--- src/rtl/push_stream_tx.sv ---
// Push-protocol transmit adapter: moves exactly `len` words from a valid/ready
// source into a network input FIFO (data/wr/full), with busy/done/count status.
module push_stream_tx #(
    parameter int DATA_WIDTH = 32,
    parameter int LEN_WIDTH  = 16
) (
    input  logic                  clock,
    input  logic                  reset,
    input  logic                  start,
    input  logic [LEN_WIDTH-1:0]  len,
    input  logic [DATA_WIDTH-1:0] src_data,
    input  logic                  src_valid,
    output logic                  src_ready,
    output logic [DATA_WIDTH-1:0] out_data,
    output logic                  out_wr,
    input  logic                  out_full,
    output logic                  busy,
    output logic                  done,
    output logic [LEN_WIDTH-1:0]  count
);

    typedef enum logic [1:0] {
        IDLE = 2'd0,
        RUN  = 2'd1,
        DONE = 2'd2
    } state_e;

    localparam logic [LEN_WIDTH-1:0] ONE = {{(LEN_WIDTH-1){1'b0}}, 1'b1};

    state_e                state_q, state_d;
    logic                  buf_valid_q, buf_valid_d;
    logic [DATA_WIDTH-1:0] buf_data_q, buf_data_d;
    logic [LEN_WIDTH-1:0]  count_q, count_d;
    logic [LEN_WIDTH-1:0]  fetched_q, fetched_d;
    logic [LEN_WIDTH-1:0]  len_q, len_d;

    logic push;
    logic src_hs;

    // The FIFO has no overflow guard, so the strobe is masked by full combinationally.
    assign push      = buf_valid_q && !out_full;
    assign src_ready = (state_q == RUN) && (fetched_q != len_q) && (!buf_valid_q || !out_full);
    assign src_hs    = src_valid && src_ready;

    assign out_wr   = push;
    assign out_data = buf_data_q;
    assign busy     = (state_q == RUN);
    assign done     = (state_q == DONE);
    assign count    = count_q;

    always_comb begin
        state_d     = state_q;
        buf_valid_d = buf_valid_q;
        buf_data_d  = buf_data_q;
        count_d     = count_q;
        fetched_d   = fetched_q;
        len_d       = len_q;

        case (state_q)
            IDLE: begin
                if (start) begin
                    len_d       = len;
                    count_d     = '0;
                    fetched_d   = '0;
                    buf_valid_d = 1'b0;
                    state_d     = (len != '0) ? RUN : DONE;
                end
            end
            RUN: begin
                if (push) begin
                    count_d = count_q + ONE;
                    if (count_q == len_q - ONE) state_d = DONE;
                end
                // A reload in the same cycle as a push keeps the buffer full.
                if (src_hs) begin
                    buf_data_d  = src_data;
                    buf_valid_d = 1'b1;
                    fetched_d   = fetched_q + ONE;
                end else if (push) begin
                    buf_valid_d = 1'b0;
                end
            end
            DONE: begin
                state_d = IDLE;
            end
            default: begin
                state_d = IDLE;
            end
        endcase
    end

    always_ff @(posedge clock or posedge reset) begin
        if (reset) begin
            state_q     <= IDLE;
            buf_valid_q <= 1'b0;
            buf_data_q  <= '0;
            count_q     <= '0;
            fetched_q   <= '0;
            len_q       <= '0;
        end else begin
            state_q     <= state_d;
            buf_valid_q <= buf_valid_d;
            buf_data_q  <= buf_data_d;
            count_q     <= count_d;
            fetched_q   <= fetched_d;
            len_q       <= len_d;
        end
    end

endmodule

--- config.mk ---
export PLATFORM = sky130hd
export DESIGN_NAME = push_stream_tx
export DESIGN_NICKNAME = d
export VERILOG_FILES = /design/src/rtl/push_stream_tx.sv
export SDC_FILE = /design/constraint.sdc
export NUM_CORES = 1
export LEC_CHECK = 0
export CORE_MARGIN = 2
export CORE_UTILIZATION = 45
export DETAILED_ROUTE_END_ITERATION = 10
export MAX_ROUTING_LAYER = met4
export PLACE_DENSITY = 0.86
export SETUP_SLACK_MARGIN = 0.2
export SLEW_MARGIN = 0
export SYNTH_ARGS = -nofsm -noshare
export SYNTH_HDL_FRONTEND = slang
export SYNTH_SLANG_ARGS = --single-unit
--- constraint.sdc ---
create_clock -name clock -period 2.9 [get_ports clock]
set_input_delay 0.87 -clock clock [delete_from_list [all_inputs] [get_ports clock]]
set_output_delay 0.87 -clock clock [all_outputs]
set_load 0.03 [all_outputs]
==> metrics <==
outcome completed; yosys synthesis warning count 0; Layout Nets 586; routed via count 3640; Ports between 100 and 150; Max IR drop VDD about 0.00053 V; CP Capture Type output port; final core occ 0.6229; Main synth FF type dfrtp_1; vias in the first global route between 3000 and 4000; minimum clock period approximately 2.7 ns; critical path type flop to output port; # DRC 0; cells after synthesis 419; vias per cell between 5 and 6; initial antenna violation count 0; RSZ-0062 raised after global routing true; Post-Synth Adder-Cell Area 0.008782; CP startpoint kind flop; total grt overflow 0; Synth Area in XOR/XNOR 0.09836; Max-Cap Viols 0; Pins Over Slew Limit 0; GRT Total Usage 0.2133; largest net degree at the start of global routing approximately 40; fmax between 300 and 400 MHz; DR pass1 iterations 6; Synth Area in Compound Gates 0.06967; Synth Cell Area 4274 um2; starting density of the core 0.4626; final hold vios 0; Root Buffer clkbuf_8; # hold bufs at CTS 0; Final setup viols 0; GPL Wtd Cong ~0.9; Area Overhead vs Synth 34.66%; clock skew roughly 0.015 ns; count of different cell masters after synthesis 49; Critical Path RT 2.03 ns; Worst Tran Pin Value slightly below 0.7 ns; Pleak roughly 2.4 nW; Core Box Area 9240 um2; Synth Net Count ~480; Slowest cell on crit path dfrtp_2; drt total wl 10.26 mm; worst-path fanout max 5; FP Rows 35; layout cells sized above 1 0.1682; diode count 0; CTS tree yes; Die H just over 100 um; EDFF count, synth 0; critical path arrival approximately 1.8 ns; Post-Synth Simple-Gate Area 0.2020; drt wl/cell 15.46 um; Num CTS Buffers 9; Hold Path Class flop to flop; main combinational cell family by area after synthesis simple AND/OR/NAND/NOR gates; Post-DRT Antenna Nets 0; most frequent cells in the layout 101 x clkdlybuf4s50_1, 74 x dfrtp_1, 65 x nand2_1; Max-Slew Margin vs Limit 0.5364; IO Port Bufs between 100 and 150; worst skew pair latency 0.36 ns; Layout Cells excl Fill 664; die width 101.5 um; CTS Sinks 83; Async SR Flop Fraction 1.000; clk slew on worst S/H paths ~0.10 ns; dpl cells 637; period utilisation layout 0.9229; crit-path cells xor2_1, nor4_1, nand4_1, and2_4, buf_6; die area about 10000 um2; Mean Syn Cell Area around 10 um2; DP HPWL roughly 7.4 mm; first-pass GRT wire length approximately 17 mm; Clock Path Buffers 2; multiplexer area fraction after synthesis 0.1010; Fillers 692; Synth Register Bits 83; most common cell after layout, fill and taps aside clkdlybuf4s50_1; sequential share of the synthesized area 0.4859; H-tree depth 3; Detailed Route Iter0 Violations approximately 240; P per Cell Area ~980 nW/um2; CP max stage delay ~0.45 ns; Sum Neg Setup Slack 0 ns
-- layout make-up --
cell class                      instances  area [um2]  share of cell area
Clock buffer                           10       127.6             0.02217
Tap cell                              129       161.4             0.02804
Timing Repair Buffer                  125        1225              0.2128
Clock inverter                          6       57.56             0.01000
Sequential cell                        83        2088              0.3628
Multi-Input combinational cell        305        2069              0.3596
Inverter                                6       26.28            0.004565
-- sequential cells by signal, indices dropped and copies added (netlist names) --
signal       cells
fetched_q       16
state_q          2
buf_valid_q      1
out_data        32
count           16
len_q           16
-- stage by stage --
stage                     area [um2]  total power [W]  setup slack, ns  hold WS, ns
after floorplan                 4278         0.003723           0.4872       0.4682
after global placement          5461         0.004589           0.1294       0.4863
after global routing            5756         0.005941          0.08852       0.5324
final                           5756         0.005612           0.2236       0.5120
after detailed placement        5461         0.004675          0.04071       0.4933
after CTS                       5714         0.005578           0.1657       0.5129
-- cell families after synthesis --
family                   after synthesis
XOR/XNOR                              48
buffers and inverters                 31
multiplexers                          39
adder cells (fa/ha/maj)                3
AO/OA/AOI/OAI                         46
AND/OR/NAND/NOR                      169
flip-flops                            83
-- synth_stat cells (all sizes together), types with 3 or more instances --
cell / n / area share
nor3: 11 / 0.016
buf: 13 / 0.018
nor4: 15 / 0.022
or3: 9 / 0.013
nand3: 17 / 0.020
o31ai: 7 / 0.012
or4: 6 / 0.011
mux2: 33 / 0.087
clkbuf: 12 / 0.011
nor2b: 3 / 0.0044
nand2: 65 / 0.057
xnor2: 16 / 0.033
mux2i: 6 / 0.014
dfrtp: 83 / 0.49
nor2: 15 / 0.013
a21oi: 13 / 0.015
and3: 8 / 0.012
o211ai: 3 / 0.0053
xor2: 32 / 0.066
nand4: 7 / 0.010
ha: 3 / 0.0088
o21ai: 12 / 0.014
inv: 6 / 0.0053
-- worst max-delay path, delay by kind of cell, from the launching register on --
kind,cells,cell delay (ns)
AND/OR/NAND/NOR,3,0.70
flip-flops,1,0.45
XOR/XNOR,1,0.17
buffers and inverters,1,0.13
-- final timing paths --
check / from / cells past startpoint / slack [ns] / endpoint
worst min register to register: out_data[23]$_DFFE_PP0P_ / 1 / 0.51 / out_data[23]$_DFFE_PP0P_
max in group asynchronous: reset / 3 / 1.37 / len_q[6]$_DFFE_PP0P_
worst max-delay path: len_q[0]$_DFFE_PP0P_ / 5 / 0.22 / src_ready
min in group asynchronous: reset / 2 / 0.86 / fetched_q[6]$_DFFE_PP0P_
worst max register to register: len_q[1]$_DFFE_PP0P_ / 8 / 0.33 / state_q[1]$_DFFE_PP0P_
worst min-delay path: out_data[23]$_DFFE_PP0P_ / 1 / 0.51 / out_data[23]$_DFFE_PP0P_
-- power by group --
part           switching [W]  internal, W
Sequential          0.000417      0.00158
Combinational        0.00149      0.00133
Clock               0.000467     0.000333
Total                0.00237      0.00324
-- per-layer routing --
layer	vias up	track usage	wire length (um)
li1	1701	-	-
met1	1740	0.2640	4370
met2	171	0.3403	4902
met3	28	0.05038	762
met4	0	0.08108	228
met5	-	-	0
-- repair_timing --
action	4_1_cts	5_1_grt
buffers inserted	6	5
pin swaps	4	5
endpoints found under the setup margin	1	2
gates resized for setup	12	2
No activity file was read; power rests on OpenSTA's default activity.
==> edit 1, RTL diff (same settings) <==
Encoding of `state_e`: now one-hot (3 bits for 3 states).
--- a/src/rtl/push_stream_tx.sv
+++ b/src/rtl/push_stream_tx.sv
@@ -20,8 +20,8 @@
 );
 
-    typedef enum logic [1:0] {
-        IDLE = 2'd0,
-        RUN  = 2'd1,
-        DONE = 2'd2
+    typedef enum logic [2:0] {
+        IDLE = 3'b001,
+        RUN  = 3'b010,
+        DONE = 3'b100
     } state_e;
 
Formal check against the unedited RTL: no difference found for any inputs over 10 cycles, from zero or initial values and one cycle with reset high; not proved beyond that.
==> edit 1 against the original RTL <==
Sequential cell count is 1 higher; design area is 3.2% higher; register-to-register slack worse by 0.04 ns; clock power is 9.1% higher; worst setup slack better by 0.0099 ns; synthesized area is 2.1% higher; combinational power is 7.4% lower; core utilization is 1.4 points higher; routed wire length is 9.4% higher; power is 4.4% lower.
==> edit 1: results (changes against the original RTL) <==
- Hold Crit Start: out_data[24] (was out_data[23])
- P_int: 3.15 mW (was 3.24 mW)
- Leak: 2.43 nW (was 2.44 nW)
- Multi-input combinational area share: 36.5% (was 36.0%)
- First-pass GRT wire length: 17,200 um (was 16,900 um)
- Share of cells above drive strength 1: 13.5% (was 16.8%)
- Hold Crit Class: reg2reg (unchanged)
- Number of global-route vias before repair: 3,588 (was 3,656)
- Final Skew: 0.0126 ns (was 0.0154 ns)
- Main area contributors after synthesis: dfrtp_1 (48%), mux2_1 (8.3%), xnor2_1 (7.0%) (was dfrtp_1 (49%), mux2_2 (8.7%), xor2_1 (6.6%))
- Smallest hold slack: 0.499 ns (was 0.512 ns)
- Compound-cell area share of the yosys netlist: 7.91% (was 6.97%)
- Async SR Flop Fraction: 100% (unchanged)
- Dpl ws: 0.0105 ns (was 0.0407 ns)
- FF-to-FF Start: len_q[0] (was len_q[1])
- Number of buffers created by CTS: 9 (unchanged)
- Post-synthesis net count: 491 (was 475)
- Signal buffers share of area: 21.3% (about the same)
- Non-filler instance count after layout: 684 (was 664)
- DR pass1 iterations: 5 (was 6)
- Inverters: 7 (was 6)
- Clock Pin Slew Worst Setup and Hold Paths: 0.09 ns
- Syn avg cell area: 10.0 um^2 (was 10.2 um^2)
- Reg2reg path depth: 9 (was 8)
- Post-synthesis register bit count: 84 (was 83)
- Clk tree area frac: 3.35% (was 3.22%)
- Adder-Cell Fraction of Synth Area: 0.860% (was 0.878%)
- Placed Area: 5560 um^2 (was 5460 um^2)
- Status: finished clean (unchanged)
- R2R Setup Slk: 0.29 ns (was 0.33 ns)
- Register share of the cell area: 35.7% (was 36.3%)
- Comb power frac: 48.7% (was 50.2%)
- Met2 wire length: 5620 um (was 4900 um)
- # diodes: 0 (unchanged)
- Total wire length: 11,200 um (was 10,300 um)
- Count of multi-input gates: 320 (was 305)
- Seq/Total Area, Yosys: 48.2% (was 48.6%)
- Worst-path maximum fanout: 3 (was 5)
- Clock group: 873 uW (was 800 uW)
- Maximum VDD drop: 0.467 mV (was 0.532 mV)
- Least-Margin Pin Slew: 0.790 ns (was 0.689 ns)
- Gpl congestion: 0.846 (was 0.904)
- DP HPWL: 8040 um (was 7420 um)
- Largest net degree at the start of global routing: 44 (was 41)
- Drt initial violations: 149 (was 239)
- Synth cell types: 50 (was 49)
- Fillers: 780 (was 692)
- Design area: 5940 um^2 (was 5760 um^2)
- Total Nets Final: 606 (was 586)
- Post-Syn Instances: 435 (was 419)
- Via Count: 3,737 (was 3,640)
- GR Util met2: 33.7% (was 34.0%)
- M3 GR Usage: 4.24% (was 5.04%)
- Number of non-clock buffers: 128 (was 125)
- Post-synth top cells: dfrtp_1 (83), nand2_1 (70), xnor2_1 (35), mux2_1 (32), nor2_1 (25) (was dfrtp_1 (83), nand2_1 (65), mux2_2 (33), xor2_1 (32), nand3_1 (17))
- Post-synthesis mux area share: 8.49% (was 10.1%)
- Aggregate global-route resource usage: 22.1% (was 21.3%)
- Dpl cells: 654 (was 637)
==> edit 1: changes by cell type after synthesis, sizes merged, moves of 3 or more <==
cell | unedited run | this run
clkbuf | 12 | 9
nor2 | 15 | 26
o211ai | 3 | 6
xnor2 | 16 | 35
o31ai | 7 | 3
mux2i | 6 | 1
nand2 | 65 | 70
nor4 | 15 | 12
xor2 | 32 | 17
or4 | 6 | 2
o21ai | 12 | 21
==> edit 1: worst max path at each step <==
stage / startpoint / end / slack, ns
after global routing: len_q[1] / src_ready / 0.15
final: out_full / out_wr / 0.23
after CTS: len_q[4] / src_ready / 0.20
after floorplan: len_q[0] / state_q[1] / 0.42
after global placement: out_full / count[11] / 0.1
after detailed placement: out_full / count[11] / 0.01
==> edit 1: repair_timing <==
item                                    in CTS  in global routing
pin swaps                                    1                  5
setup buffers                                4                 10
endpoints found under the setup margin       1                  4
gates resized for setup                     10                 15
==> edit 1: critical path, stage by stage <==
cell and delay, ns:
clkdlybuf4s50_1 0.50, nand2b_1 0.19, inv_2 0.07, buf_4 0.17
==> edit 2, RTL diff (same flow settings) <==
Made on the original files. `LEN_WIDTH`: 16 -> 8.
--- a/src/rtl/push_stream_tx.sv
+++ b/src/rtl/push_stream_tx.sv
@@ -3,5 +3,5 @@
 module push_stream_tx #(
     parameter int DATA_WIDTH = 32,
-    parameter int LEN_WIDTH  = 16
+    parameter int LEN_WIDTH  = 8
 ) (
     input  logic                  clock,
Ports: changed (resized count and len); port bits go from 105 to 89. The function was not compared with the original's and may differ.
==> edit 2 against the original RTL <==
Worst setup slack better by 0.035 ns; power down 16%; core utilization grew 5.0 points; routed wire length down 42%; count of clock-buffer cells in the layout grew 2; synthesized area fell by 35%; sequential cell count fell by 24; design area fell by 31%; die area shrank 34%; clock skew is 0.010 ns lower; global-route usage shrank 1.3 points; cell count decreased by 41%.
==> edit 2: results (changes against the original RTL) <==
- Status: finished clean (unchanged)
- Post-synthesis xor/xnor area fraction: 9.46% (was 9.84%)
- Total Nets Final: 361 (was 586)
- Final Skew: 0.00531 ns (was 0.0154 ns)
- Slew HR: 62.3% (was 53.6%)
- DR pass1 iterations: 4 (was 6)
- Post-synthesis mux area share: 16.7% (was 10.1%)
- P_int: 2.88 mW (was 3.24 mW)
- Post-CTS Setup Repair Bufs: 0 (was 6)
- Hold path endpoint: out_data[29] (was out_data[23])
- Main area contributors after synthesis: dfrtp_1 (53%), mux2_2 (16%), xnor2_1 (4.4%) (was dfrtp_1 (49%), mux2_2 (8.7%), xor2_1 (6.6%))
- # resized after CTS: 0 (was 12)
- Comb power frac: 49.1% (was 50.2%)
- Compound-cell area share of the yosys netlist: 4.52% (was 6.97%)
- RR Endpoint: state_q[0] (was state_q[1])
- Fillers: 444 (was 692)
- Via density: 5.12 (was 5.48)
- Worst-path maximum fanout: 3 (was 5)
- GR Util met2: 32.7% (was 34.0%)
- Reg2reg path depth: 6 (was 8)
- R2R Setup Slk: 0.90 ns (was 0.33 ns)
- CP max-delay cell: clkdlybuf4s50_1 (was dfrtp_2)
- First-pass GRT wire length: 9900 um (was 16,900 um)
- Synth cell types: 44 (was 49)
- Seq/Total Area, Yosys: 53.4% (was 48.6%)
- FF-to-FF Start: len_q[2] (was len_q[1])
- Clock power share: 18.0% (was 14.3%)
- Largest net degree at the start of global routing: 60 (was 41)
- Share of cells above drive strength 1: 22.6% (was 16.8%)
- Post-synth top cells: dfrtp_1 (59), mux2_2 (40), nor2_1 (17), xnor2_1 (14), xor2_1 (14) (was dfrtp_1 (83), nand2_1 (65), mux2_2 (33), xor2_1 (32), nand3_1 (17))
- Clock Pin Slew Worst Setup and Hold Paths: 0.06 ns (was 0.10 ns)
- Number of global-route vias before repair: 2,158 (was 3,656)
- WL met1: 2630 um (was 4370 um)
- Slowest stage delay, CP: 0.51 ns (was 0.45 ns)
- Hold Crit Start: out_data[29] (was out_data[23])
- Worst EP arrival: 1.77 ns (was 1.81 ns)
- Aggregate global-route resource usage: 20.1% (was 21.3%)
- Drt initial violations: 134 (was 239)
- Met1 Use GR: 24.7% (was 26.4%)
[edit 2: worst max-delay path by stage]
stage / slack [ns] / to / cells past startpoint / start
detailed placement: 0.25 / count[5] / 7 / out_full
floorplan: 0.57 / buf_valid_q / 1 / reset
finish: 0.26 / src_ready / 4 / out_full
CTS: 0.27 / src_ready / 4 / out_full
global placement: 0.26 / src_ready / 4 / out_full
global route: 0.22 / src_ready / 4 / out_full
[edit 2: area by class of cell]
type | count | share of cell area [%]
clock buffers | 12 | 3.89
clock inverters | 4 | 1.82
inverters | 4 | 0.377
multi-input cells | 147 | 30.8
flip-flops and latches | 59 | 37.1
well taps | 75 | 2.36
repair buffers | 92 | 23.7
[edit 2: per-stage QoR]
step           util (%)  std cells
2_1_floorplan         -        219
3_3_place_gp       63.4        377
3_5_place_dp       63.4        377
4_1_cts            67.3        393
5_1_grt            67.3        393
6_report           67.3        393
[edit 2: critical path, delay by kind of cell]
kind            cells  cell delay, ns
simple gates        1            0.08
compound gates      1            0.16
buf+inv             2            0.65
